==> config.mk <==
export PLATFORM = sky130hd
export DESIGN_NAME = sfx_sequencer
export DESIGN_NICKNAME = d
export VERILOG_FILES = /design/src/rtl/sfx_sequencer.sv
export SDC_FILE = /design/constraint.sdc
export NUM_CORES = 1
export LEC_CHECK = 0
export BUFFER_PORTS_ARGS = -buffer_cell sky130_fd_sc_hd__buf_4
export CAP_MARGIN = 30
export CORE_MARGIN = 3
export CORE_UTILIZATION = 55
export CTS_CLUSTER_DIAMETER = 200
export DETAILED_ROUTE_END_ITERATION = 7
export MAX_ROUTING_LAYER = met4
export PLACE_DENSITY = 0.72
export SYNTH_ARGS = -nofsm -noshare
export SYNTH_HDL_FRONTEND = slang
export SYNTH_SLANG_ARGS = --single-unit
==> constraint.sdc <==
create_clock -name clk_in -period 5.28 [get_ports clk_in]
set_input_delay 0.264 -clock clk_in [delete_from_list [all_inputs] [get_ports clk_in]]
set_output_delay 0.264 -clock clk_in [all_outputs]
set_load 0.05 [all_outputs]
==> src/rtl/sfx_sequencer.sv <==
// Priority-arbitrated sound-effect sequencer: plays up to four square-wave notes per event.
// Define SFX_QUEUE_EN to keep one dropped request pending until the current sequence ends.
module sfx_sequencer #(
   parameter int unsigned NUM_EVENTS = 8,
   parameter int unsigned STEP_CYC   = 12_500_000,
   parameter int unsigned DIV_SHIFT  = 0
) (
   input  logic                  clk_in,
   input  logic                  rst_n,
   input  logic [NUM_EVENTS-1:0] ev_req,
   output logic                  aud_pwm,
   output logic                  aud_sd,
   output logic                  busy,
   output logic [3:0]            cur_event,
   output logic                  done
);

   localparam int unsigned SW = $clog2(STEP_CYC);
   localparam logic [SW-1:0] STEP_LAST = SW'(STEP_CYC - 1);

   typedef enum logic [1:0] {IDLE, PLAY, NEXT} state_t;

   state_t        state;
   logic [1:0]    step_idx;
   logic [16:0]   half;
   logic [16:0]   div_cnt;
   logic [SW-1:0] step_cnt;

   logic [3:0] win_idx;
   logic       any_req;
   logic       preempt;
   logic [1:0] nxt_step;
   logic       seq_end;
   logic       start_v;
   logic [3:0] start_idx;
   logic       load;
   logic       go_idle;
   logic [3:0] ld_ev;
   logic [1:0] ld_step;

   function automatic logic [2:0] rom_code(input logic [3:0] ev, input logic [1:0] st);
      logic [11:0] mel;
      logic [2:0]  code;
      case (ev)
         4'd0:    mel = {3'd7, 3'd5, 3'd3, 3'd1};
         4'd1:    mel = {3'd5, 3'd6, 3'd0, 3'd0};
         4'd2:    mel = {3'd5, 3'd6, 3'd7, 3'd7};
         default: mel = {3'd1, 3'd0, 3'd0, 3'd0};
      endcase
      case (st)
         2'd0:    code = mel[11:9];
         2'd1:    code = mel[8:6];
         2'd2:    code = mel[5:3];
         default: code = mel[2:0];
      endcase
      return code;
   endfunction

   function automatic logic [16:0] half_of(input logic [2:0] code);
      logic [16:0] h;
      case (code)
         3'd1:    h = 17'd95547;
         3'd2:    h = 17'd85135;
         3'd3:    h = 17'd75838;
         3'd4:    h = 17'd71581;
         3'd5:    h = 17'd63775;
         3'd6:    h = 17'd56818;
         3'd7:    h = 17'd50617;
         default: h = '0;
      endcase
      return h >> DIV_SHIFT;
   endfunction

   // Lowest set index wins.
   always_comb begin
      win_idx = '0;
      for (int unsigned i = NUM_EVENTS; i > 0; i--)
         if (ev_req[i-1]) win_idx = 4'(i - 1);
   end

   assign any_req  = |ev_req;
   assign preempt  = any_req && (win_idx < cur_event);
   assign nxt_step = step_idx + 2'd1;
   assign seq_end  = (step_idx == 2'd3) || (rom_code(cur_event, nxt_step) == 3'd0);

`ifdef SFX_QUEUE_EN
   logic       pend_v;
   logic [3:0] pend_idx;
   logic       use_pend;
   logic       store_pend;

   // In IDLE the better of pending entry and fresh request starts; the other stays pending.
   assign use_pend   = pend_v && (!any_req || (pend_idx <= win_idx));
   assign start_v    = pend_v || any_req;
   assign start_idx  = use_pend ? pend_idx : win_idx;
   assign store_pend = (state != IDLE) && any_req && !preempt &&
                       (!pend_v || (win_idx < pend_idx));

   always_ff @(posedge clk_in or negedge rst_n) begin
      if (!rst_n) begin
         pend_v   <= 1'b0;
         pend_idx <= '0;
      end else if (state == IDLE) begin
         if (use_pend) begin
            pend_v   <= any_req;
            pend_idx <= win_idx;
         end
      end else if (store_pend) begin
         pend_v   <= 1'b1;
         pend_idx <= win_idx;
      end
   end
`else
   assign start_v   = any_req;
   assign start_idx = win_idx;
`endif

   always_comb begin
      load    = 1'b0;
      go_idle = 1'b0;
      ld_ev   = cur_event;
      ld_step = '0;
      case (state)
         IDLE: begin
            if (start_v) begin
               load  = 1'b1;
               ld_ev = start_idx;
            end
         end
         PLAY: begin
            if (preempt) begin
               load  = 1'b1;
               ld_ev = win_idx;
            end
         end
         NEXT: begin
            if (preempt) begin
               load  = 1'b1;
               ld_ev = win_idx;
            end else if (seq_end) begin
               go_idle = 1'b1;
            end else begin
               load    = 1'b1;
               ld_step = nxt_step;
            end
         end
         default: ;
      endcase
   end

   always_ff @(posedge clk_in or negedge rst_n) begin
      if (!rst_n) begin
         state     <= IDLE;
         cur_event <= '0;
         step_idx  <= '0;
         half      <= '0;
         div_cnt   <= '0;
         step_cnt  <= '0;
         aud_pwm   <= 1'b0;
         aud_sd    <= 1'b0;
         busy      <= 1'b0;
         done      <= 1'b0;
      end else begin
         done <= 1'b0;
         if (load) begin
            // Every note starts with a fresh phase.
            state     <= PLAY;
            cur_event <= ld_ev;
            step_idx  <= ld_step;
            half      <= half_of(rom_code(ld_ev, ld_step));
            div_cnt   <= '0;
            step_cnt  <= '0;
            aud_pwm   <= 1'b0;
            aud_sd    <= 1'b1;
            busy      <= 1'b1;
         end else if (go_idle) begin
            state   <= IDLE;
            aud_pwm <= 1'b0;
            aud_sd  <= 1'b0;
            busy    <= 1'b0;
            done    <= 1'b1;
         end else if (state == PLAY) begin
            if (div_cnt == half - 17'd1) begin
               div_cnt <= '0;
               aud_pwm <= ~aud_pwm;
            end else begin
               div_cnt <= div_cnt + 17'd1;
            end
            if (step_cnt == STEP_LAST) state <= NEXT;
            else                       step_cnt <= step_cnt + SW'(1);
         end
      end
   end

endmodule

==> flow_metrics.tcl <==
set metrics [dict create \
    finalClockSkew_ns 0.00776 \
    p_per_area_mw_per_mm2 391 \
    cts.root.buffer_cell "clkbuf_8" \
    io_buffer_count 17 \
    hold_violations 0 \
    final.setup.tns_ns 0 \
    die-area_mm2 0.00976 \
    first_pass_iters 5 \
    cp.required_ns 5.56 \
    syn2layout_area_growth_pct 7.45 \
    syn_area_per_cell_um2 8.42 \
    dpl.cell_count 660 \
    syn-num-nets 587 \
    die_h_um 98.8 \
    crit_fanout 11 \
    synth_area_leaders "dfrtp_1, nand2_1, nor2_1, ha_1, xor2_1" \
    core-area_mm2 0.00830 \
    ant_nets 0 \
    arrival_ns 3.95 \
    synth_area_mm2 0.00474 \
    hold_ws_ns 0.0118 \
    fillCellCount 750 \
    drive_above_1_share_pct 8.42 \
    start_util_pct 57.1 \
    hold_path_class "input port to async pin" \
    cts_resized 0 \
    ys_seq_area_share_pct 36.4 \
    max-cap-violations 0 \
    yosysMostFrequentCell "dfrtp_1" \
    timing.rr.start "state[0]$_DFFE_PN0P_" \
    grt_use_total_pct 24.1 \
    grt_antenna_before_repair 0 \
    row_count 33 \
    worst_ir_drop_vdd_uv 186 \
    h-tree-depth 3 \
    fmax_mhz 272 \
    drc_errors 0 \
    rsz0062_at_grt "no" \
    pin_count 18 \
    syn_inst 563 \
    cp-start-kind "input port" \
    setup_violations 0 \
    timing.final.max_slew_violations 0 \
    post-route-min-period_ns 3.68 \
    hpwl_um 7850 \
    grt_pass1_vias 4025 \
    wl_per_cell_um 16.2 \
    path_class "input port to flop" \
    yosysUniqueCellTypes 68 \
    synth-seq-cells 69 \
    async_flop_share_pct 100 \
    drt_wl_total_um 10900 \
    clock-sinks 69 \
    dr_total_vias 4251 \
    cts_made_buffers 9 \
    via_per_inst 6.30 \
    grt_pass1_wl_um 18900 \
    worstSetupStartpoint "ev_req[0]" \
    diodes 0 \
    cp-end-kind "flop" \
    instances_no_fill 675 \
    die_w_um 98.8 \
    p_clk_share_pct 21.7 \
    maxSlewHeadroom_pct 42.1 \
    synth_top_area_share_pct 36.4 \
    internal-power_mw 1.14 \
    place_congestion 0.904 \
    cts_tree "yes" \
    yosys_warnings 0 \
    synth_edf_count 0 \
    combPwrFrac_pct 41.1 \
    nNetsFinal 590 \
    clk_pin_slew_ns 0.08 \
    tightest_slew_ns 0.869 \
    grt_max_degree 70 \
    ctsHoldBuffers 0 \
    dpl_cell_area_mm2 0.00490 \
    final_cell_area_mm2 0.00509 \
    insertion_delay_ns 0.35 \
    outcome "finished, final reports clean" \
    ys.flop_type "dfrtp_1" \
    synth_area_leader_cell "dfrtp_1" \
    seqPwrFrac_pct 37.2 \
    switching_share_pct 42.9 \
    overflow 0 \
    cts_setup_buffers 0 \
    cts_buffer_depth 2 \
    synth_common_cells "dfrtp_1, nand2_1, nor2_1, nand3_1, o21ai_0" \
    p_leak_nw 2.15 \
    p_sw_mw 0.852 \
    power_mw 1.99 \
    fin_crit_sh_pct 69.6 \
    drt_iter0_drc 228 \
]
path summary, 6_finish.rpt:
check | end | cells after the start | slack (ns)
max | step_cnt[23]$_DFFE_PN0P_ | 13 | 1.60
max in group asynchronous | step_cnt[14]$_DFFE_PN0P_ | 1 | 4.70
max reg2reg | half[14]$_DFFE_PN0P_ | 10 | 1.68
min in group clk_in | step_cnt[2]$_DFFE_PN0P_ | 1 | 0.51
min reg2reg | step_cnt[2]$_DFFE_PN0P_ | 1 | 0.51
min | half[9]$_DFFE_PN0P_ | 1 | 0.01
power by group through the flow:
| stage | Combinational [mW] | Sequential, mW | Clock (mW) |
|---|---|---|---|
| finish | 0.817 | 0.740 | 0.431 |
| global route | 0.918 | 0.755 | 0.462 |
| CTS | 0.820 | 0.738 | 0.440 |
| detailed placement | 0.815 | 0.748 | 0 |
| global placement | 0.793 | 0.744 | 0 |
| floorplan | 0.653 | 0.717 | 0 |
cell usage in the layout (no fill, tap or decap), types with 3 or more instances in the layout:
| cell type | n |
|---|---|
| buf_4 | 20 |
| or3_1 | 6 |
| ha_1 | 14 |
| nor2_1 | 51 |
| nand2b_1 | 5 |
| and3_1 | 14 |
| nand2_1 | 62 |
| dfrtp_1 | 69 |
| xor2_1 | 19 |
| nor3_1 | 12 |
| a21o_1 | 7 |
| o211ai_1 | 9 |
| nand4_1 | 20 |
| o21ai_0 | 29 |
| o2111ai_1 | 4 |
| xnor2_1 | 14 |
| nor2b_1 | 9 |
| o22ai_1 | 4 |
| nand3_1 | 31 |
| o21a_1 | 3 |
| mux2i_1 | 12 |
| nor4_2 | 3 |
| o21ai_1 | 5 |
| and2_1 | 8 |
| inv_1 | 21 |
| o31ai_1 | 8 |
| or4_1 | 15 |
| a21oi_1 | 21 |
| clkbuf_8 | 9 |
| nor4_1 | 3 |
| a31oi_1 | 13 |
worst max-delay path, cell delays in order:
cell      delay [ns]
buf_4           0.13
or4_1           0.55
nor2_1          0.20
ha_1            0.26
nor2b_1         0.13
o21ai_0         0.12
o21bai_1        0.27
a21oi_1         0.19
o21a_1          0.23
o21ai_1         0.40
nand4_1         0.43
or4_1           0.62
a21oi_1         0.15
through the flow:
| step | setup WS [ns] | util [%] |
|---|---|---|
| floorplan | 1.88 | - |
| global placement | 1.33 | 59.1 |
| detailed placement | 1.25 | 59.1 |
| CTS | 1.63 | 61.3 |
| global route | 1.28 | 61.3 |
| finish | 1.60 | 61.3 |
metal layers:
layer  GRT usage [%]  part of all wire, %
met2            38.7                   48
met1            31.7                   46
met3            4.46                  4.3
met4            6.20                  1.6
met5               -                    0
sequential cells by signal (all words and copies together) (netlist names):
name and flops:
cur_event 4, step_idx 2, done 1, busy 1, state 2, step_cnt 24, div_cnt 17, half 17
aud_pwm 1
kinds of logic (layout without fill, tap and decap cells):
| logic type | Yosys count | count (layout) | share of synthesized area (%) |
|---|---|---|---|
| AND/OR/NAND/NOR | 252 | 252 | 28.0 |
| multiplexers | 13 | 13 | 2.77 |
| buffers and inverters | 49 | 56 | 4.17 |
| AO/OA/AOI/OAI | 133 | 133 | 18.8 |
| XOR/XNOR | 33 | 33 | 6.10 |
| flip-flops | 69 | 69 | 36.4 |
| adder cells (fa/ha/maj) | 14 | 14 | 3.70 |
final cells by class:
type	instances	area (um^2)	area share [%]
Sequential cell	69	1730	33.9
Timing Repair Buffer	20	150	2.95
Clock inverter	6	63.8	1.25
Multi-Input combinational cell	445	2820	55.3
Clock buffer	9	124	2.43
Tap cell	105	131	2.58
Inverter	21	78.8	1.55
(Power assumes the default switching activity.)
